$ cat src/rtl/control_store_seq.sv
// Writable microcode control store: registered lookup with valid/ready handshakes and multi-cycle hold.
// Optional CS_PARITY_EN adds a per-entry even-parity bit and a parity_err output.
module control_store_seq #(
  parameter int ADDR_W = 6,
  parameter int CW_W   = 13,
  parameter int MC_LAT = 4
) (
  input  logic              clk,
  input  logic              reset_n,
  input  logic              in_valid,
  output logic              in_ready,
  input  logic [ADDR_W-1:0] mapped_address,
  output logic              out_valid,
  input  logic              out_ready,
  output logic [CW_W-1:0]   ctrl_word,
  output logic              busy,
  input  logic              wr_en,
  input  logic [ADDR_W-1:0] wr_addr,
  input  logic [CW_W-1:0]   wr_data,
`ifdef CS_PARITY_EN
  input  logic              wr_mc,
  output logic              parity_err
`else
  input  logic              wr_mc
`endif
);

  localparam int DEPTH = 2 ** ADDR_W;
  localparam int CNT_W = $clog2(MC_LAT + 1);
  localparam logic [CNT_W-1:0] MC_LAT_C = CNT_W'(MC_LAT);
  localparam logic [CNT_W-1:0] ONE_C    = CNT_W'(1);

  typedef enum logic [1:0] {S_IDLE, S_WAIT, S_HOLD} state_t;

  // RV32 base+M decode table; only meaningful for the 13-bit control word layout.
  function automatic logic [CW_W-1:0] default_cw(input int idx);
    logic [12:0] w;
    case (idx)
      1:  w = 13'h1050;  2:  w = 13'h10D0;  3:  w = 13'h1010;  4:  w = 13'h1030;
      5:  w = 13'h1070;  6:  w = 13'h1090;  7:  w = 13'h10B0;  8:  w = 13'h10F0;
      9:  w = 13'h1110;  10: w = 13'h1048;  11: w = 13'h1C58;  12: w = 13'h0258;
      13: w = 13'h00D2;  14: w = 13'h0132;  15: w = 13'h0112;  16: w = 13'h0172;
      17: w = 13'h1008;  18: w = 13'h1028;  19: w = 13'h1068;  20: w = 13'h1088;
      21: w = 13'h10A8;  22: w = 13'h10E8;  23: w = 13'h1108;  24: w = 13'h11E8;
      25: w = 13'h104D;  26: w = 13'h1055;  27: w = 13'h1150;  28: w = 13'h11B0;
      29: w = 13'h11D0;
      default: w = 13'h0000;
    endcase
    if (CW_W != 13) return '0;
    return CW_W'(w);
  endfunction

  function automatic logic default_mc(input int idx);
    return (CW_W == 13) && (idx >= 27) && (idx <= 29);
  endfunction

  logic [CW_W-1:0]  cw_q [DEPTH];
  logic             mc_q [DEPTH];
  state_t           state_q, state_d;
  logic [CNT_W-1:0] count_q, count_d;
  logic [CW_W-1:0]  ctrl_q, ctrl_d;
  logic             launch;
  logic [CW_W-1:0]  rd_cw;
  logic             rd_mc;

  assign rd_cw = cw_q[mapped_address];
  assign rd_mc = mc_q[mapped_address];

  // Lookups read the pre-edge contents, giving read-before-write on address collisions.
  always_ff @(posedge clk or negedge reset_n) begin
    if (!reset_n) begin
      for (int i = 0; i < DEPTH; i++) begin
        cw_q[i] <= default_cw(i);
        mc_q[i] <= default_mc(i);
      end
    end else if (wr_en) begin
      cw_q[wr_addr] <= wr_data;
      mc_q[wr_addr] <= wr_mc;
    end
  end

  always_comb begin
    state_d  = state_q;
    count_d  = count_q;
    ctrl_d   = ctrl_q;
    launch   = 1'b0;
    in_ready = 1'b0;
    case (state_q)
      S_IDLE: begin
        in_ready = 1'b1;
        launch   = in_valid;
      end
      S_WAIT: begin
        count_d = count_q - ONE_C;
        if (count_q == ONE_C) state_d = S_HOLD;
      end
      S_HOLD: begin
        in_ready = out_ready;
        if (out_ready) begin
          if (in_valid) launch = 1'b1;
          else          state_d = S_IDLE;
        end
      end
      default: state_d = S_IDLE;
    endcase
    if (launch) begin
      ctrl_d = rd_cw;
      if (rd_mc) begin
        state_d = S_WAIT;
        count_d = MC_LAT_C;
      end else begin
        state_d = S_HOLD;
      end
    end
  end

  always_ff @(posedge clk or negedge reset_n) begin
    if (!reset_n) begin
      state_q <= S_IDLE;
      count_q <= '0;
      ctrl_q  <= '0;
    end else begin
      state_q <= state_d;
      count_q <= count_d;
      ctrl_q  <= ctrl_d;
    end
  end

  assign out_valid = (state_q == S_HOLD);
  assign busy      = (state_q == S_WAIT);
  assign ctrl_word = ctrl_q;

`ifdef CS_PARITY_EN
  logic par_q [DEPTH];
  logic perr_q;

  always_ff @(posedge clk or negedge reset_n) begin
    if (!reset_n) begin
      for (int i = 0; i < DEPTH; i++) par_q[i] <= ^default_cw(i);
    end else if (wr_en) begin
      par_q[wr_addr] <= ^wr_data;
    end
  end

  always_ff @(posedge clk or negedge reset_n) begin
    if (!reset_n)    perr_q <= 1'b0;
    else if (launch) perr_q <= ^{rd_cw, par_q[mapped_address]};
  end

  assign parity_err = perr_q & out_valid;
`endif

endmodule
$ cat config.mk
export PLATFORM = sky130hd
export DESIGN_NAME = control_store_seq
export DESIGN_NICKNAME = d
export VERILOG_FILES = /design/src/rtl/control_store_seq.sv
export SDC_FILE = /design/constraint.sdc
export NUM_CORES = 1
export LEC_CHECK = 0
export CAP_MARGIN = 10
export CELL_PAD_IN_SITES_DETAIL_PLACEMENT = 1
export CELL_PAD_IN_SITES_GLOBAL_PLACEMENT = 2
export CORE_MARGIN = 2
export CORE_UTILIZATION = 48
export CTS_BUF_LIST = sky130_fd_sc_hd__clkbuf_16
export DETAILED_ROUTE_END_ITERATION = 8
export DONT_BUFFER_PORTS = 1
export GPL_TIMING_DRIVEN = 0
export PLACE_DENSITY_LB_ADDON = 0.1
export SLEW_MARGIN = 20
export SYNTH_ARGS = -nofsm -noshare
export SYNTH_HDL_FRONTEND = slang
export SYNTH_SLANG_ARGS = --single-unit
$ cat constraint.sdc
create_clock -name clk -period 2.34 [get_ports clk]
set_clock_uncertainty 0.2 [all_clocks]
set_input_delay 0.468 -clock clk [delete_from_list [all_inputs] [get_ports clk]]
set_output_delay 0.468 -clock clk [all_outputs]
set_load 0.01 [all_outputs]
; ---- Word-level counts from Yosys, hierarchy flattened
; Index checks and enable logic that the tools add are counted.
[totals]
ff_bits = 914
inputBits = 31
[classes]
addsub = 1
magnitude_cmp = 3
eq_ne = 7
mux = 25
n_bitwise = 2
reduce_logical = 3
[op_table]
columns = op, count
row1 = bitwise mux 832 bit, 1
row2 = binary-select mux 13 bit (select 6 bit), 1
row3 = demux 13 bit (select 6 bit), 1
row4 = bitwise mux 64 bit, 1
row5 = two-way mux 13 bit, 3
row6 = >= comparator 7 bit (second input constant), 2
row7 = NOT 6 -> 7 bit, 2
row8 = two-way mux 2 bit, 5
row9 = two-way mux 3 bit, 3
row10 = < comparator 7 x 1 -> 1 bit (second input constant), 1
row11 = binary-select mux 1 bit (select 6 bit), 1
row12 = demux 1 bit (select 6 bit), 1
row13 = != test 3 x 1 -> 1 bit (second input constant), 2
row14 = one-hot mux 2 bit (3 select lines), 1
row15 = two-way mux 1 bit, 5
row16 = one-hot mux 1 bit (2 select lines), 2
row17 = AND reduction 4 bit, 1
row18 = == test 3 x 1 -> 1 bit (second input constant), 1
row19 = != test 3 x 2 -> 1 bit (second input constant), 1
row20 = subtractor 3 x 1 -> 3 bit (second input constant), 1
row21 = == test 2 x 1 -> 1 bit (second input constant), 1
row22 = == test 2 bit (second input constant), 1
row23 = logical NOT 2 bit, 1
row24 = != test 2 bit (second input constant), 1
row25 = logical AND 1 bit, 1

; ---- Logic depth before layout (Yosys ltp)
[logic_depth]
depth_word = 6
depth_mapped = 10
ltp_nobuf = 6

; ---- Worst setup path after synthesis
; OpenSTA, ideal clock, no wires.
[synth_path]
path_type = input -> register
startpoint = in mapped_address[0]
endpoint = reg ctrl_q[10] (netlist: ctrl_word[10])
setup_time_ns = 0.126
arrival_time_ns = 2.192
required_time_ns = 2.014
slack_ns = -0.178
path_stages = 7
path_buffers = 3
path_cell_list = buf_2 buf_6 buf_4 mux4_2 a221oi_1 nand3_1 a221o_1
[synth_between]
elab_chain_cells = 4
[synth_lines]
columns = element, line
row1 = "start, declared", 12  ; input logic [ADDR_W-1:0] mapped_address,
row2 = NOT 6 -> 7 bit (not written as such), 66  ; assign rd_cw = cw_q[mapped_address];
row3 = binary-select mux 13 bit (select 6 bit), 66
row4 = two-way mux 13 bit (not written as such) (2 in series), 66
row5 = "end signal, assigned", 125  ; ctrl_q <= ctrl_d;
row6 = "end, declared", 61  ; logic [CW_W-1:0] ctrl_q, ctrl_d;
; Every way passes these cells. The select of a mux whose other input is x is not followed.
; A chain may end at the register's enable or synchronous reset.

; ---- Worst setup path after layout
[layout_path]
startpoint = in wr_addr[0]
endpoint = reg cw_q[426] (netlist bit)
[layout_between]
elab_chain_cells = 6
[layout_lines]
columns = element, line
row1 = "start, declared", 18  ; input logic [ADDR_W-1:0] wr_addr,
row2 = NOT 6 -> 7 bit (not written as such) (*), 77  ; cw_q[wr_addr] <= wr_data;
row3 = >= comparator 7 bit (not written as such) or < comparator 7 x 1 -> 1 bit (tied branches), 77
row4 = logical AND 1 bit (not written as such), 77
row5 = two-way mux 13 bit (not written as such), 77
row6 = demux 13 bit (select 6 bit) (*), 77
row7 = bitwise mux 832 bit (*), 77
row8 = "end signal, assigned by index", 73  ; cw_q[i] <= default_cw(i);
row9 = "end signal, assigned by index", 77
row10 = "end, declared", 57  ; logic [CW_W-1:0] cw_q [DEPTH];
; Every way passes the cells marked *; elsewhere a longest branch is shown, timed or not.

==> results.md <==
* Run status: finished, violations left
* Failing checks: hold timing, setup timing
* Compound-Gate Fraction of Synth Area at 2.89%
* VDD IR-drop max at 0.000552 V
* Final core occ at 54.5%
* Vias in the first global route at 28600
* Yosys warns at 0
* Max Buffers Root-to-Sink at 3
* CTS tree: yes
* Multi-input logic area at 17900 sq um
* Initial antenna violation count at 9
* Clock buffers created by TritonCTS at 101
* Vias/cell at 6.23
* Final hold vios at 149
* Reg2Reg Launch Point: cw_q[734]
* Synthesized area at 41800 sq um
* DRT Pass-1 Iters at 5
* Row Count at 108
* Worst setup startpoint: wr_addr[0]
* Total congestion overflow at 0
* Nets@finish at 2937
* Avg WL per Cell at 34.2 um
* Top post-synthesis cells by area: dfrtp_1 (48%), mux2_2 (25%), mux4_2 (8.5%)
* Gate power share at 14.6%
* Final-layout fill cell count at 8255
* Reg2reg setup slack at -0.01 ns
* Simple-gate share of the synthesized area at 2.68%
* P_leak at 21.7 nW
* Int Pwr at 0.0301 W
* Min Tclk post-route at 2.55 ns
* CTS root buf: clkbuf_16
* Hold_ws at -0.405 ns
* Startpoint Class: primary input
* Most common cell after layout, fill and taps aside: mux2_2
* Clock tree sinks at 914
* Io pins at 47
* Synth Area in Adders at 0.0599%
* Clock network power share at 37.7%
* Pin count of the biggest net entering global routing at 915
* FF+latch count, synth at 914
* Worst reg2reg endpoint: ctrl_word[6]
* RSZ-0062 raised after global routing: yes
* Die area at 89400 sq um
* Clock Pin Slew Worst Setup and Hold Paths at 0.06 ns
* Final setup viols at 64
* Critical Path AT at 2.89 ns
* Vias post-DR at 25800
* First-pass GRT wire length at 203 mm
* WP data required at 2.68 ns
* Final worst-path cycle share at 109%
* RePlAce Congestion at 0.907
* Largest family of logic cells by synthesized area: multiplexers
* Pwr Density at 872 nW/um^2
* Worst Tran Pin Value at 1.14 ns
* Max Cap Viol at 0
* Xor/xnor share of the synthesized area at 0.0419%
* Post-Route WL at 142 mm
* Chip height at 299 um
* Die width at 299 um
* Yosys top cell by area: dfrtp_1
* Sequential power share at 47.6%
* Synth top area share at 47.7%
* HP Class: in2async
* NetSw at 0.0110 W
* CP Capture Point: cw_q[426]
* Clock Latency Late Sink at 0.67 ns
* Syn_nets at 2823
* Max_slew headroom at 23.7%
* Area growth syn-to-layout at 12.8%
* DP HPWL at 101 mm
* Storage cell area at 23000 sq um
* R2r worst-path depth at 5
* Synth Flop Type: dfrtp_1
* Layout cells sized above 1 at 50.6%
* Mean area per synthesized cell at 15.0 sq um
* WS Path Type: in2reg
* Remaining antenna violation count at 0
* Number of flops mapped to enable cells by yosys at 0
* Distinct cells, synth at 48
* PortBufs at 0
* Fin. max-slew vios at 0
* Total GRT Usage at 31.7%
* CP Max Fanout at 10
* Switch share at 26.7%
* Most frequent cells in the layout: mux2_2 (910), dfrtp_1 (797), mux4_2 (158)
* Multiplexer share of the synthesized area at 36.5%
* Hold buffer count at cts at 4
* Async SR Flop Fraction at 100%
* CTS H-tree depth at 3
* Pre-CTS setup slack at -1.52 ns
* Highest clock rate at 0.392 GHz
* Mapped Cells at 2790
* Post-CTS Setup Inserts at 0
* Final WS setup at -0.209 ns
* Sequential fraction of the synthesis area at 55.1%
* Core area at 86500 sq um
* Initial DRC Count at 1809
* Crit end category: flip-flop
* Initial Utilization at 48.3%
* # DRC at 0
## power groups by stage
stage / sequential [W] / clock [W] / combinational, W
6_report: 0.0196 / 0.0155 / 0.00601
5_1_grt: 0.0198 / 0.0164 / 0.00636
4_1_cts: 0.0196 / 0.0157 / 0.00563
3_5_place_dp: 0.0198 / 0 / 0.00553
3_3_place_gp: 0.0196 / 0 / 0.00531
2_1_floorplan: 0.0192 / 0 / 0.00398
## flip-flops by register name, indices dropped and copies added (netlist names)
register and cells:
ctrl_word 13, count_q 3, mc_q 64, cw_q 832, state_q 2
## worst min-delay path by stage
| stage | from | end | cells past startpoint |
|---|---|---|---|
| final | reset_n | cw_q[216] | 1 |
| after detailed placement | reset_n | cw_q[281] | 0 |
| after CTS | reset_n | cw_q[282] | 0 |
| after global routing | reset_n | cw_q[282] | 1 |
| after floorplan | reset_n | count_q[0] | 0 |
| after global placement | reset_n | cw_q[269] | 0 |
## cell families after synthesis
kind of cell,Yosys count
mux,1213
fa+ha+maj,2
compound gates,159
xor+xnor,2
flops,914
simple gates,241
buf+inv,259
## metrics by stage
stage	instances	hold WS, ns	area, sq um	total power [W]	setup TNS, ns
after CTS	4133	-0.690	46800	0.0409	-0.893
after global placement	3945	0.0258	43400	0.0249	-502.73
after detailed placement	3945	0.0290	43400	0.0253	-472.02
after global routing	4140	-0.328	47100	0.0426	-4.53
after floorplan	2790	-0.0276	42000	0.0232	-0.0110
final	4142	-0.405	47100	0.0411	-8.51
## cell type report
| type | count | share of cell area [%] |
|---|---|---|
| multi-input combinational | 1617 | 37.9 |
| sequential | 914 | 48.8 |
| inverter | 5 | 0.0398 |
| tap | 1155 | 3.07 |
| antenna | 2 | 0.0106 |
| clock inverter | 79 | 1.15 |
| buffer | 254 | 2.92 |
| timing repair buffer | 11 | 0.483 |
| clock buffer | 105 | 5.57 |
## critical path, cell delays in order
cell,delay [ns]
buf_2,0.22
nand4_1,0.58
nor2_1,0.71
buf_2,0.49
mux2_2,0.39
## cells in the mapped netlist, types with 6 or more instances
cell type / instances
buf_2: 72
buf_6: 7
o22a_1: 13
o21ai_0: 17
mux2_2: 910
a21oi_1: 16
mux2i_1: 145
buf_1: 51
nor2b_1: 11
a22oi_1: 56
buf_4: 7
a221oi_1: 16
nor2_1: 85
nand2b_1: 6
dfstp_2: 117
dfrtp_1: 797
mux4_2: 158
nand3_1: 44
clkbuf_1: 117
a221o_1: 15
a22o_1: 14
nor4_1: 13
nand2_1: 56
## timing repair
item,4_1_cts,5_1_grt
gates resized for setup,80,55
endpoints found under the hold margin,920,149
gates cloned,0,2
endpoints found under the setup margin,217,475
## per-layer routing
metal / GRT usage [%] / part of all wire, % / vias to the layer above
met3: 5.23 / 5.1 / 265
met2: 51.0 / 48 / 758
met1: 42.2 / 42 / 14200
li1: - / - / 10500
met5: 0 / 0.030 / -
met4: 15.2 / 5.1 / 6
Power figures use the tool's default switching activity.
